`src/rtl/cpu_pkg.sv`:
```
// Shared CPU definitions: fetch sequencer states, bubble instruction and PC width.
package cpu_pkg;

  localparam int          PC_W      = 12;
  localparam logic [31:0] NOP_INSTR = 32'h0000_0013;

  typedef enum logic [1:0] {
    HALT = 2'd0,
    RUN  = 2'd1,
    STEP = 2'd2
  } seq_state_t;

endpackage

```
`src/rtl/pc_sequencer_if.sv`:
```
// Fetch RAM port and Fetch->Execute handoff between the sequencer and the Execute stage.
interface pc_sequencer_if
  import cpu_pkg::*;
#(
  parameter int PC_W = cpu_pkg::PC_W
) ();

  logic [PC_W-1:0] fetch_pc;
  logic [31:0]     fetch_instr;
  logic [31:0]     instr_ex;
  logic [PC_W-1:0] pc_ex;
  logic            valid_ex;
  logic            stall_ex;
  logic            redirect_ex;
  logic [PC_W-1:0] redirect_pc;

  modport master (
    output fetch_pc, instr_ex, pc_ex, valid_ex,
    input  fetch_instr, stall_ex, redirect_ex, redirect_pc
  );

  modport slave (
    input  fetch_pc, instr_ex, pc_ex, valid_ex,
    output fetch_instr, stall_ex, redirect_ex, redirect_pc
  );

endinterface

```
`src/rtl/pc_sequencer.sv`:
```
// Fetch-side controller: owns the PC and the F->EX register, sequences run/halt/step,
// applies Execute stall/redirect and counts retired instructions.
module pc_sequencer
  import cpu_pkg::*;
#(
  parameter int          PC_W = cpu_pkg::PC_W,
  parameter logic [31:0] NOP  = NOP_INSTR
) (
  input  logic                  clk,
  input  logic                  rst,
  input  logic                  run,
  input  logic                  step,
  pc_sequencer_if.master        bus,
  output logic                  halted,
  output logic [31:0]           instret
);

  seq_state_t      state, state_nx;
  logic [PC_W-1:0] fetch_pc_q, fetch_pc_nx;
  logic [PC_W-1:0] pc_ex_q, pc_ex_nx;
  logic [31:0]     instr_ex_q, instr_ex_nx;
  logic            valid_ex_q, valid_ex_nx;
  logic            advance;
  logic            retire;

  always_comb begin
    state_nx    = state;
    fetch_pc_nx = fetch_pc_q;
    pc_ex_nx    = pc_ex_q;
    instr_ex_nx = instr_ex_q;
    valid_ex_nx = valid_ex_q;

    case (state)
      HALT:    if (run) state_nx = RUN;
               else if (step) state_nx = STEP;
      RUN:     if (!run) state_nx = HALT;
      STEP:    if (bus.redirect_ex || !bus.stall_ex) state_nx = HALT;
      default: state_nx = HALT;
    endcase

    advance = (state == RUN || state == STEP) && !bus.redirect_ex && !bus.stall_ex;

    // Redirect beats stall; a halted sequencer keeps its PC but feeds bubbles.
    if (bus.redirect_ex) begin
      fetch_pc_nx = bus.redirect_pc;
      instr_ex_nx = NOP;
      valid_ex_nx = 1'b0;
    end else if (bus.stall_ex) begin
      // hold everything
    end else if (advance) begin
      instr_ex_nx = bus.fetch_instr;
      pc_ex_nx    = fetch_pc_q;
      valid_ex_nx = 1'b1;
      fetch_pc_nx = fetch_pc_q + 1'b1;
    end else begin
      instr_ex_nx = NOP;
      valid_ex_nx = 1'b0;
    end
  end

  // The instruction in EX retires when it leaves, either normally or as the branch itself.
  assign retire = valid_ex_q && (!bus.stall_ex || bus.redirect_ex);

  always_ff @(posedge clk) begin
    if (rst) begin
      state      <= HALT;
      halted     <= 1'b1;
      fetch_pc_q <= '0;
      pc_ex_q    <= '0;
      instr_ex_q <= NOP;
      valid_ex_q <= 1'b0;
      instret    <= '0;
    end else begin
      state      <= state_nx;
      halted     <= (state_nx == HALT);
      fetch_pc_q <= fetch_pc_nx;
      pc_ex_q    <= pc_ex_nx;
      instr_ex_q <= instr_ex_nx;
      valid_ex_q <= valid_ex_nx;
      instret    <= instret + {31'd0, retire};
    end
  end

  assign bus.fetch_pc = fetch_pc_q;
  assign bus.pc_ex    = pc_ex_q;
  assign bus.instr_ex = instr_ex_q;
  assign bus.valid_ex = valid_ex_q;

endmodule
```
`src/flat_wrapper.sv`:
```
// flat-port wrapper written by rule: the top's interface ports become plain ports
module pc_sequencer_flat import cpu_pkg::*;
#(
  parameter int          PC_W = cpu_pkg::PC_W,
  parameter logic [31:0] NOP  = NOP_INSTR
)
  (clk, rst, run, step, halted, instret, bus_fetch_pc, bus_instr_ex, bus_pc_ex, bus_valid_ex, bus_fetch_instr, bus_stall_ex, bus_redirect_ex, bus_redirect_pc);
  pc_sequencer_if #(.PC_W(PC_W)) bus_i ();
  input  logic clk;
  input  logic rst;
  input  logic run;
  input  logic step;
  output logic halted;
  output logic [31:0] instret;
  output wire logic [$bits(bus_i.fetch_pc)-1:0] bus_fetch_pc;
  output wire logic [$bits(bus_i.instr_ex)-1:0] bus_instr_ex;
  output wire logic [$bits(bus_i.pc_ex)-1:0] bus_pc_ex;
  output wire logic [$bits(bus_i.valid_ex)-1:0] bus_valid_ex;
  input wire logic [$bits(bus_i.fetch_instr)-1:0] bus_fetch_instr;
  input wire logic [$bits(bus_i.stall_ex)-1:0] bus_stall_ex;
  input wire logic [$bits(bus_i.redirect_ex)-1:0] bus_redirect_ex;
  input wire logic [$bits(bus_i.redirect_pc)-1:0] bus_redirect_pc;
  assign bus_fetch_pc = bus_i.fetch_pc;
  assign bus_instr_ex = bus_i.instr_ex;
  assign bus_pc_ex = bus_i.pc_ex;
  assign bus_valid_ex = bus_i.valid_ex;
  assign bus_i.fetch_instr = bus_fetch_instr;
  assign bus_i.stall_ex = bus_stall_ex;
  assign bus_i.redirect_ex = bus_redirect_ex;
  assign bus_i.redirect_pc = bus_redirect_pc;
  pc_sequencer #(.PC_W(PC_W), .NOP(NOP)) u_core (.clk(clk), .rst(rst), .run(run), .step(step), .bus(bus_i), .halted(halted), .instret(instret));
endmodule
```
`config.mk`:
```
export PLATFORM = sky130hd
export DESIGN_NAME = pc_sequencer_flat
export DESIGN_NICKNAME = d
export VERILOG_FILES = /design/src/rtl/cpu_pkg.sv /design/src/rtl/pc_sequencer_if.sv /design/src/rtl/pc_sequencer.sv /design/src/flat_wrapper.sv
export SDC_FILE = /design/constraint.sdc
export NUM_CORES = 1
export LEC_CHECK = 0
export ABC_CLOCK_PERIOD_IN_PS = 8800
export CORE_AREA = 3 3 95 97
export DETAILED_ROUTE_END_ITERATION = 8
export DIE_AREA = 0 0 98 100
export GPL_ROUTABILITY_DRIVEN = 0
export PLACE_DENSITY = 0.82
export SYNTH_ARGS = -nofsm -noshare
export SYNTH_HDL_FRONTEND = slang
export SYNTH_SLANG_ARGS = --single-unit
export TNS_END_PERCENT = 20
```
`constraint.sdc`:
```
create_clock -name clk -period 8.8 [get_ports clk]
set_input_delay 1.76 -clock clk [delete_from_list [all_inputs] [get_ports clk]]
set_output_delay 1.76 -clock clk [all_outputs]
set_load 0.03 [all_outputs]
```
# Yosys cells after proc, flatten, opt, wreduce, memory -nomap -nowiden
# Index checks and enable logic that the tools add are counted.
[word_totals]
inputBits = 50
out_inout_bits = 90
regBits = 92
wordCells = 37
[classes]
n_reduce_logical = 13
bitwise = 2
n_mux = 10
eq_ne = 3
add_sub_neg = 2
[op_table]
columns = ["operator", "n"]
rows = [
  ["$mux 12", 3],
  ["$add 32x1->32", 1],
  ["$mux 32", 1],
  ["$add 12x1->12 const B", 1],
  ["$mux 2", 4],
  ["$pmux 2 s3", 1],
  ["$logic_not 2->1", 2],
  ["$logic_and 1x1->1", 3],
  ["$reduce_and 3->1", 1],
  ["$eq 2x1->1 const B", 1],
  ["$eq 2x2->1 const B", 1],
  ["$logic_not 1->1", 2],
  ["$logic_or 1x1->1", 2],
  ["$ne 2x1->1 const B", 1],
  ["$not 1->1", 2],
  ["$reduce_and 2->1", 1],
  ["$reduce_bool 2->1", 1],
  ["$reduce_or 2->1", 1],
  ["$mux 1", 1],
]

# Depth between registers and ports, before layout
# Gate-level depths: netlist of the first run.
[depth]
depth_word = 7
depth_mapped = 12
ltp_nobuf = 8

# Worst setup path before layout of the first run
# No wires, ideal clock.
[synth_timing]
path_type = "input port to flip-flop"
start = "in bus_redirect_ex"
end = "reg u_core.instret[30]"
arrival_ns = 4.060
setup_ns = 0.121
cell_stages = 12
slack_ns = 4.619
t_required_ns = 8.679
path_cell_list = "inv_1 > clkbuf_1 > clkbuf_1 > a21boi_0 > ha_1 > ha_1 > and4_2 > buf_2 > nand2_1 > clkbuf_1 > nor4_1 > mux2_2"
[synth_between]
elab_chain_len = 3
[synth_rtl]
columns = ["element", "line_no", "rtl"]
rows = [
  ["start: declaration", "flat_wrapper.sv:21", "input wire logic [$bits(bus_i.redirect_ex)-1:0] bus_redirect_ex;"],
  ["$logic_or 1x1->1", "pc_sequencer.sv:62", "assign retire = valid_ex_q && (!bus.stall_ex || bus.redirect_ex);"],
  ["$logic_and 1x1->1", "pc_sequencer.sv:62", ""],
  ["$add 32x1->32", "pc_sequencer.sv:80", "instret <= instret + {31'd0, retire};"],
  ["end signal: assignment", "pc_sequencer.sv:80", ""],
  ["end: declaration", "pc_sequencer.sv:15", "output logic [31:0] instret"],
]
# No other way between the ends.
# A chain may end at the register's enable or synchronous reset.

# Worst setup path after layout of the first run
[layout_timing]
start = "in bus_redirect_ex"
end = "reg u_core.instret[28]"
# The elaborated chain is that of the path after synthesis.

==> impl_metrics.json, run 1 <==
{
  "dp_hpwl_um": 7830,
  "cp_slowest_stage_delay_ps": 680,
  "placementRows": 33,
  "power-per-cell-area_nw_per_um2": 148,
  "cts.reportedPaths.clkPinSlew_ps": 80,
  "drv_slew": 0,
  "dp_worst_setup_slack_ps": 3740,
  "cap_violations": 0,
  "setup-violations-final": 0,
  "cts-buffers-inserted": 9,
  "cts_resized": 0,
  "critical_path.startpoint_type": "primary input",
  "totalWireLength_um": 10600,
  "first_pass_grt_wire_length_um": 17900,
  "ff2ff_setup_slack_ps": 6280,
  "tritoncts": "done",
  "root_buffer": "sky130_fd_sc_hd__clkbuf_8",
  "layout.core_utilization": 0.670,
  "crit_path_cell_trace": "clkdlybuf4s50_1, inv_1, a21boi_0, ha_1, ha_1, and4_2, nand2_1, or4_1, a21oi_1",
  "h-tree-depth": 3,
  "regToRegStartpoint": "u_core.bus.valid_ex",
  "core-area_um2": 8220,
  "via_per_inst": 5.48,
  "r2r_end": "u_core.instret[28]",
  "vias_in_the_first_global_route": 3736,
  "dr_total_vias": 3723,
  "design.die.area_um2": 9800,
  "period_share": 0.536,
  "worstMarginPinSlew_ps": 642,
  "worst_clock_skew_ps": 8.05,
  "layout-area-overhead-vs-synth_pct": 41.4,
  "ir_worst_vdd_mv": 0.0857,
  "maximum_number_of_pins_on_one_net_before_global_route_repair": 64,
  "fmaxAchievable_ghz": 0.212,
  "post_synth_num_cell_types": 43,
  "dieHeight_um": 100,
  "outcome": "finished clean",
  "floorplan.initialDensity": 0.474,
  "rsz0062_at_grt": "false",
  "critical_path.slowest_cell": "sky130_fd_sc_hd__clkdlybuf4s50_1",
  "detailedRoute.firstIterationViolations": 193,
  "timing.final.hold_violations": 0,
  "timing.max_slew.rel_slack": 0.572,
  "crit_path_max_fanout": 22,
  "grt_antenna_before_repair": 0,
  "ys_top_cells_by_area": "sky130_fd_sc_hd__dfxtp_1 47%, sky130_fd_sc_hd__a22oi_1 5.6%, sky130_fd_sc_hd__nor2_1 5.6%",
  "num_antenna_cells": 0,
  "cts_hold_buf": 0,
  "drc": 0,
  "timing.reg2reg.worst_path_depth": 7,
  "postSynthCellCount": 445,
  "die_width_um": 98,
  "layout.cell_area.non_filler_um2": 5510,
  "totalPowerFinal_uw": 816,
  "clock_latency_ps": 340,
  "post_route_cells_drive_above_1_share": 0.0488,
  "crit_path_launch": "bus_redirect_ex",
  "timing.critical_path.required_ps": 9070,
  "mappedNetlistArea_um2": 3890,
  "hold_class": "reg2reg",
  "synthesis.area_per_instance_um2": 8.75,
  "fin_tns_setup_ps": 0,
  "leakagePower_uw": 0.00189,
  "io_buffers": 139,
  "netlist.area_leader.share": 0.473,
  "io-pin-count": 140,
  "post-synth-top-area-cell": "sky130_fd_sc_hd__dfxtp_1",
  "ant_nets": 0,
  "setup_slack_ps": 4080,
  "clock_buffer_depth": 2,
  "count_of_buffers_added_by_post_cts_timing_repair_for_setup": 0,
  "clock_sinks": 92,
  "nets": 628,
  "syn-num-nets": 503,
  "crit_path_frequent_cell": "sky130_fd_sc_hd__ha_1",
  "final_critical_period_ps": 4720,
  "synthesis.yosys.warnings": 0,
  "detailedRoute.firstPassIterationCount": 4,
  "wire_per_inst_um": 15.6,
  "timing.critical_path.to": "u_core.instret[28]",
  "register_bit_count_reported_by_yosys": 92,
  "register_area_share_after_synthesis": 0.473,
  "grt_util_all_layers": 0.221,
  "dpl-instance-area_um2": 5310,
  "critical_path.endpoint_type": "flip-flop",
  "worstPathArrival_ps": 4990,
  "critPathKind": "in2reg",
  "grt-ovfl-total": 0
}
==> layout by cell type (no fill, tap or decap), drive strengths merged, types with 3 or more instances in the layout <==
cell type,n
o22ai,3
ha,8
a21oi,30
o31ai,10
nand2,50
and2,3
xnor2,9
and3,10
nand4,12
xor2,12
clkbuf,13
or3,8
inv,12
clkdlybuf4s50,138
buf,4
nor3,3
o21ai,7
a211oi,10
mux2,4
nor2,58
dfxtp,92
nand3,8
nor2b,7
or4,9
and4,6
nor4,4
a22oi,29
==> cells in the mapped netlist, drive strengths merged <==
master and count:
mux2 4, a21boi 1, nor4 4, clkbuf 24, dfxtp 92, ha 8, nand2 50, a22oi 29
o211ai 1, and3 10, nand3 8, xor2 12, and4 6, nor2b 7, o21ai 7, or2 1
and2 3, buf 4, a21oi 30, nor2 58, o21bai 1, o22ai 3, nand3b 2, or4 9
a2111oi 1, inv 12, a311oi 2, nor4b 2, or3 8, xnor2 9, and3b 2, o31ai 10
nand4 12, nor3 3, a211oi 10
==> logic make-up (layout without fill, tap and decap cells) <==
| kind of cell | count (synthesis) | after routing | synth area share |
|---|---|---|---|
| muxes | 4 | 4 | 0.0116 |
| DFF | 92 | 92 | 0.473 |
| and+or+nand+nor | 185 | 185 | 0.239 |
| xor gates and xnor gates | 21 | 21 | 0.0472 |
| adders and majority gates | 8 | 8 | 0.0257 |
| AOI/OAI and AO/OA | 95 | 95 | 0.159 |
| buffers and inverters | 40 | 169 | 0.0443 |
==> final cells by class <==
| type | instances | area (um^2) |
|---|---|---|
| timing repair buffer | 142 | 1410 |
| multi-input combinational | 313 | 1880 |
| clock buffer | 13 | 139 |
| clock inverter | 2 | 60.1 |
| inverter | 12 | 45.0 |
| tap | 105 | 131 |
| fill | 650 | 2710 |
| sequential | 92 | 1840 |
==> worst min path at each step <==
stage                    startpoint                   end  slack (ps)  cells after the start
6_report        u_core.bus.pc_ex[8]   u_core.bus.pc_ex[8]         460                      2
5_1_grt         u_core.bus.pc_ex[4]   u_core.bus.pc_ex[4]         490                      2
4_1_cts         u_core.bus.pc_ex[4]   u_core.bus.pc_ex[4]         470                      2
3_5_place_dp    u_core.bus.pc_ex[2]   u_core.bus.pc_ex[2]         450                      2
3_3_place_gp   u_core.bus.pc_ex[10]  u_core.bus.pc_ex[10]         440                      2
2_1_floorplan       u_core.state[0]       u_core.state[0]         500                      2
==> state kept, by name, summed over array words and instances (netlist names) <==
| register | flops |
|---|---|
| u_core.bus.pc_ex | 12 |
| u_core.instret | 32 |
| u_core.state | 2 |
| u_core.bus.fetch_pc | 12 |
| u_core.bus.valid_ex | 1 |
| u_core.halted | 1 |
| u_core.bus.instr_ex | 32 |
==> power breakdown <==
group          total, uW  switching [uW]  leakage [uW]  internal [uW]
sequential           433            9.06      0.000745            424
clock                296             136     0.0000977            159
combinational       87.8            45.4       0.00104           42.4
total                816             191       0.00189            625
==> metrics by stage <==
stage	instances	hold slack, ps
global placement	664	443
floorplan	445	498
CTS	679	466
detailed placement	664	452
global route	679	488
finish	679	462
==> per-layer routing <==
layer / global-route usage / up-vias / part of all wire
li1: - / 1822 / -
met1: 0.285 / 1747 / 0.42
met2: 0.350 / 140 / 0.47
met3: 0.0723 / 14 / 0.097
met4: 0.0777 / 0 / 0.016
met5: 0 / - / 0
==> worst max-delay path: cells and delay by family <==
kind	cells	cell delay, ps
fa+ha+maj	2	460
simple gates	3	1170
buf+inv	2	1060
compound gates	2	530
(Power assumes the default switching activity.)
==> run 2: changes to the inputs <==
--- a/config.mk
+++ b/config.mk
@@ -5,12 +5,12 @@
 export SDC_FILE = /design/constraint.sdc
 export NUM_CORES = 1
 export LEC_CHECK = 0
-export ABC_CLOCK_PERIOD_IN_PS = 8800
-export CORE_AREA = 3 3 95 97
+export ABC_CLOCK_PERIOD_IN_PS = 4900
+export CORE_AREA = 3 3 98 100
 export DETAILED_ROUTE_END_ITERATION = 8
-export DIE_AREA = 0 0 98 100
+export DIE_AREA = 0 0 101 103
 export GPL_ROUTABILITY_DRIVEN = 0
-export PLACE_DENSITY = 0.82
+export PLACE_DENSITY = 0.77
 export SYNTH_ARGS = -nofsm -noshare
 export SYNTH_HDL_FRONTEND = slang
 export SYNTH_SLANG_ARGS = --single-unit
==> constraint.sdc (replaced) <==
create_clock -name clk -period 4.9 [get_ports clk]
set_input_delay 0.98 -clock clk [delete_from_list [all_inputs] [get_ports clk]]
set_output_delay 0.98 -clock clk [all_outputs]
set_load 0.03 [all_outputs]
==> impl_metrics.json, run 2 (same netlist as run 1, synthesis figures left out) <==
{
  "design.die.area_um2": 10400,
  "num_antenna_cells": 0,
  "grt_util_all_layers": 0.209,
  "regToRegStartpoint": "u_core.bus.valid_ex",
  "wire_per_inst_um": 15.4,
  "layout-area-overhead-vs-synth_pct": 40.4,
  "die_width_um": 101,
  "worstHoldStart": "u_core.bus.pc_ex[7]",
  "via_per_inst": 5.42,
  "grt-ovfl-total": 0,
  "timing.reg2reg.worst_path_depth": 7,
  "leakagePower_uw": 0.00187,
  "dp_worst_setup_slack_ps": 625,
  "clock_latency_ps": 350,
  "post_route_cells_drive_above_1_share": 0.0524,
  "final_common_cell": "sky130_fd_sc_hd__clkdlybuf4s50_1",
  "first_pass_grt_wire_length_um": 17400,
  "critical_path.startpoint_type": "primary input",
  "vias_in_the_first_global_route": 3566,
  "cts-buffers-inserted": 9,
  "detailedRoute.firstPassIterationCount": 4,
  "io-pin-count": 140,
  "ff2ff_setup_slack_ps": 2380,
  "outcome": "finished clean",
  "io_buffers": 139,
  "final_critical_period_ps": 3930,
  "root_buffer": "sky130_fd_sc_hd__clkbuf_8",
  "clock_buffer_depth": 2,
  "timing.final.hold_violations": 0,
  "maximum_number_of_pins_on_one_net_before_global_route_repair": 63,
  "dp_hpwl_um": 7640,
  "min_to": "u_core.bus.pc_ex[7]",
  "worstPathArrival_ps": 4170,
  "worst_clock_skew_ps": 8.12,
  "dieHeight_um": 103,
  "critPathKind": "in2reg",
  "floorplan.initialDensity": 0.444,
  "r2r_end": "u_core.instret[30]",
  "ir_worst_vdd_mv": 0.146,
  "critical_path.endpoint_type": "flip-flop",
  "setup-violations-final": 0,
  "clock_sinks": 92,
  "timing.critical_path.required_ps": 5140,
  "power-per-cell-area_nw_per_um2": 251,
  "core-area_um2": 8760,
  "nets": 628,
  "rsz0062_at_grt": "false",
  "crit_path_max_fanout": 22,
  "detailedRoute.firstIterationViolations": 180,
  "drv_slew": 0,
  "h-tree-depth": 3,
  "whs_path_depth": 2,
  "drc": 0,
  "setup_slack_ps": 965,
  "cts_hold_buf": 0,
  "cts.reportedPaths.clkPinSlew_ps": 90,
  "timing.max_slew.rel_slack": 0.578,
  "final_cell_mix": "138 x sky130_fd_sc_hd__clkdlybuf4s50_1, 92 x sky130_fd_sc_hd__dfxtp_1, 58 x sky130_fd_sc_hd__nor2_1",
  "dr_total_vias": 3689,
  "cts_resized": 0,
  "hold_class": "reg2reg",
  "tritoncts": "done",
  "grt_antenna_before_repair": 0,
  "worstMarginPinSlew_ps": 633,
  "placementRows": 34,
  "fin_tns_setup_ps": 0,
  "fmaxAchievable_ghz": 0.254,
  "ant_nets": 0,
  "count_of_buffers_added_by_post_cts_timing_repair_for_setup": 0,
  "n_fill_cell": 768,
  "totalWireLength_um": 10500,
  "cap_violations": 0,
  "period_share": 0.803
}
[run 2: cell type report]
type / instances / area, um^2 / area share
Clock buffer: 11 / 141 / 0.0259
Clock inverter: 3 / 15.0 / 0.00275
Inverter: 12 / 45.0 / 0.00824
Multi-Input combinational cell: 313 / 1880 / 0.344
Sequential cell: 92 / 1840 / 0.337
Tap cell: 108 / 135 / 0.0247
Timing Repair Buffer: 142 / 1410 / 0.258
[run 2: worst max-delay path by stage]
stage | startpoint | to | slack, ps | depth (start not counted)
2_1_floorplan | bus_redirect_ex | u_core.instret[30] | 1500 | 12
3_3_place_gp | bus_redirect_ex | u_core.instret[30] | 830 | 9
3_5_place_dp | bus_redirect_ex | u_core.instret[30] | 620 | 9
4_1_cts | bus_redirect_ex | u_core.instret[30] | 1000 | 9
5_1_grt | bus_redirect_ex | u_core.instret[30] | 690 | 9
6_report | bus_redirect_ex | u_core.instret[30] | 970 | 9
[run 2: where the power goes]
part	switching (uW)	internal (uW)	total, uW
Clock	250	191	440
Sequential	16.2	761	777
Combinational	81.7	76.0	158
[run 2: worst max-delay path: stages]
cell	delay [ps]
sky130_fd_sc_hd__clkdlybuf4s50_1	680
sky130_fd_sc_hd__inv_1	370
sky130_fd_sc_hd__a21boi_0	370
sky130_fd_sc_hd__ha_1	260
sky130_fd_sc_hd__ha_1	210
sky130_fd_sc_hd__and4_2	280
sky130_fd_sc_hd__nand2_1	270
sky130_fd_sc_hd__nor4_1	370
sky130_fd_sc_hd__mux2_2	370
[run 2: stage by stage]
step,cells,util,power [uW],cell area (um^2),hold slack (ps)
after detailed placement,667,0.606,952,5310,454
after global placement,667,0.606,950,5310,443
after floorplan,445,-,872,3890,498
after global routing,681,0.624,1440,5470,481
after CTS,681,0.624,1390,5470,466
final,681,0.624,1380,5470,465
[run 2: layer usage]
metal  vias up  GRT usage  share of wire
met5         -          0              0
met4         0     0.0675         0.0087
met3         8     0.0798          0.095
met2       116      0.327           0.46
met1      1742      0.269           0.43
li1       1823          -              -
==> run 3: changes to the inputs <==
--- a/config.mk
+++ b/config.mk
@@ -5,7 +5,7 @@
 export SDC_FILE = /design/constraint.sdc
 export NUM_CORES = 1
 export LEC_CHECK = 0
-export ABC_CLOCK_PERIOD_IN_PS = 4900
+export ABC_CLOCK_PERIOD_IN_PS = 3900
 export CORE_AREA = 3 3 98 100
 export DETAILED_ROUTE_END_ITERATION = 8
 export DIE_AREA = 0 0 101 103
==> constraint.sdc (replaced) <==
create_clock -name clk -period 3.9 [get_ports clk]
set_input_delay 0.78 -clock clk [delete_from_list [all_inputs] [get_ports clk]]
set_output_delay 0.78 -clock clk [all_outputs]
set_load 0.03 [all_outputs]
==> impl_metrics.json, run 3 (same netlist as run 1, synthesis figures left out) <==
{
  "grt_antenna_before_repair": 0,
  "hold_class": "reg2reg",
  "regArea_um2": 1840,
  "dr_total_vias": 3709,
  "ir_worst_vdd_mv": 0.222,
  "detailedRoute.firstPassIterationCount": 4,
  "dp_worst_setup_slack_ps": 361,
  "wire_per_inst_um": 15.5,
  "totalWireLength_um": 10600,
  "n_fill_cell": 747,
  "cp_slowest_stage_delay_ps": 510,
  "rsz0062_at_grt": "false",
  "detailedRoute.firstIterationViolations": 164,
  "ant_nets": 0,
  "timing.critical_path.required_ps": 4160,
  "num_antenna_cells": 0,
  "leakagePower_uw": 0.00191,
  "clock_latency_ps": 360,
  "crit_path_cell_trace": "clkdlybuf4s50_1, inv_1, a21boi_0, ha_1, ha_1, and4_2, nand2_1, nor4_1, mux2_2",
  "final_critical_period_ps": 3170,
  "critical_path.endpoint_type": "flip-flop",
  "grt-ovfl-total": 0,
  "io_buffers": 139,
  "cts_resized": 0,
  "crit_path_max_fanout": 15,
  "critical_path.slowest_cell": "sky130_fd_sc_hd__clkdlybuf4s50_1",
  "h-tree-depth": 3,
  "worstMarginPinSlew_ps": 565,
  "io-pin-count": 140,
  "die_width_um": 101,
  "clock_buffer_depth": 2,
  "grt_util_all_layers": 0.203,
  "cts_hold_buf": 0,
  "dp_hpwl_um": 7720,
  "final_common_cell": "sky130_fd_sc_hd__clkdlybuf4s50_1",
  "r2r_end": "u_core.instret[30]",
  "cts-buffers-inserted": 9,
  "timing.final.hold_violations": 0,
  "worst_clock_skew_ps": 16.0,
  "fin_tns_setup_ps": 0,
  "post_route_cells_drive_above_1_share": 0.0589,
  "final_cell_mix": "138 x sky130_fd_sc_hd__clkdlybuf4s50_1, 92 x sky130_fd_sc_hd__dfxtp_1, 58 x sky130_fd_sc_hd__nor2_1",
  "core-area_um2": 8760,
  "floorplan.initialDensity": 0.444,
  "critPathKind": "in2reg",
  "period_share": 0.814,
  "crit_path_launch": "bus_redirect_ex",
  "cts.reportedPaths.clkPinSlew_ps": 100,
  "cap_violations": 0,
  "regToRegStartpoint": "u_core.bus.valid_ex",
  "drv_slew": 0,
  "maximum_number_of_pins_on_one_net_before_global_route_repair": 38,
  "drc": 0,
  "vias_in_the_first_global_route": 3571,
  "placementRows": 34,
  "timing.max_slew.rel_slack": 0.623,
  "fmaxAchievable_ghz": 0.315,
  "power-per-cell-area_nw_per_um2": 343,
  "setup-violations-final": 0,
  "dieHeight_um": 103,
  "ff2ff_setup_slack_ps": 1350,
  "layout-area-overhead-vs-synth_pct": 42.6,
  "clock_sinks": 92,
  "setup_slack_ps": 726,
  "timing.reg2reg.worst_path_depth": 7,
  "multiInputGateArea_um2": 1880,
  "design.die.area_um2": 10400,
  "worstPathArrival_ps": 3430,
  "crit_path_frequent_cell": "sky130_fd_sc_hd__ha_1",
  "critical_path.startpoint_type": "primary input",
  "tritoncts": "done",
  "timing.critical_path.to": "u_core.instret[30]",
  "first_pass_grt_wire_length_um": 17000,
  "via_per_inst": 5.41,
  "root_buffer": "sky130_fd_sc_hd__clkbuf_8",
  "outcome": "finished clean",
  "nets": 630,
  "count_of_buffers_added_by_post_cts_timing_repair_for_setup": 0
}
run 3: metrics by stage:
stage | power, uW | area [um^2] | instances | hold slack (ps) | utilization
2_1_floorplan | 1100 | 3890 | 445 | 498 | -
3_3_place_gp | 1190 | 5330 | 669 | 443 | 0.608
3_5_place_dp | 1200 | 5330 | 669 | 449 | 0.608
4_1_cts | 1910 | 5550 | 685 | 465 | 0.634
5_1_grt | 1970 | 5550 | 685 | 484 | 0.634
6_report | 1900 | 5550 | 685 | 465 | 0.634
run 3: cell type report:
type                            instances  share of cell area
Clock inverter                          5              0.0153
Tap cell                              108              0.0243
Inverter                               12             0.00811
Timing Repair Buffer                  144               0.256
Multi-Input combinational cell        313               0.339
Clock buffer                           11              0.0255
Sequential cell                        92               0.332
run 3: how the worst min path moves through the flow:
stage / start / to / cells past startpoint
floorplan: u_core.state[0] / u_core.state[0] / 2
global placement: u_core.bus.pc_ex[4] / u_core.bus.pc_ex[4] / 2
detailed placement: u_core.bus.pc_ex[1] / u_core.bus.pc_ex[1] / 2
CTS: u_core.bus.pc_ex[2] / u_core.bus.pc_ex[2] / 2
global route: u_core.bus.pc_ex[1] / u_core.bus.pc_ex[1] / 2
finish: u_core.bus.pc_ex[7] / u_core.bus.pc_ex[7] / 2
run 3: critical path, delay by kind of cell:
kind	cells	cell delay, ps
AO/OA/AOI/OAI	1	310
adder cells (fa/ha/maj)	2	470
buffers and inverters	2	570
multiplexers	1	370
AND/OR/NAND/NOR	3	940
run 3: power by group:
group	total [uW]	internal, uW	switching, uW
registers	976	956	20.3
clock network	727	382	346
logic	199	96.8	102
total	1900	1430	468
run 3: routing by layer:
| metal | vias to the layer above | global-route usage | part of all wire |
|---|---|---|---|
| met2 | 141 | 0.325 | 0.46 |
| met3 | 11 | 0.0751 | 0.097 |
| met1 | 1726 | 0.254 | 0.43 |
| li1 | 1831 | - | - |
| met4 | 0 | 0.0706 | 0.013 |
| met5 | - | 0 | 0 |
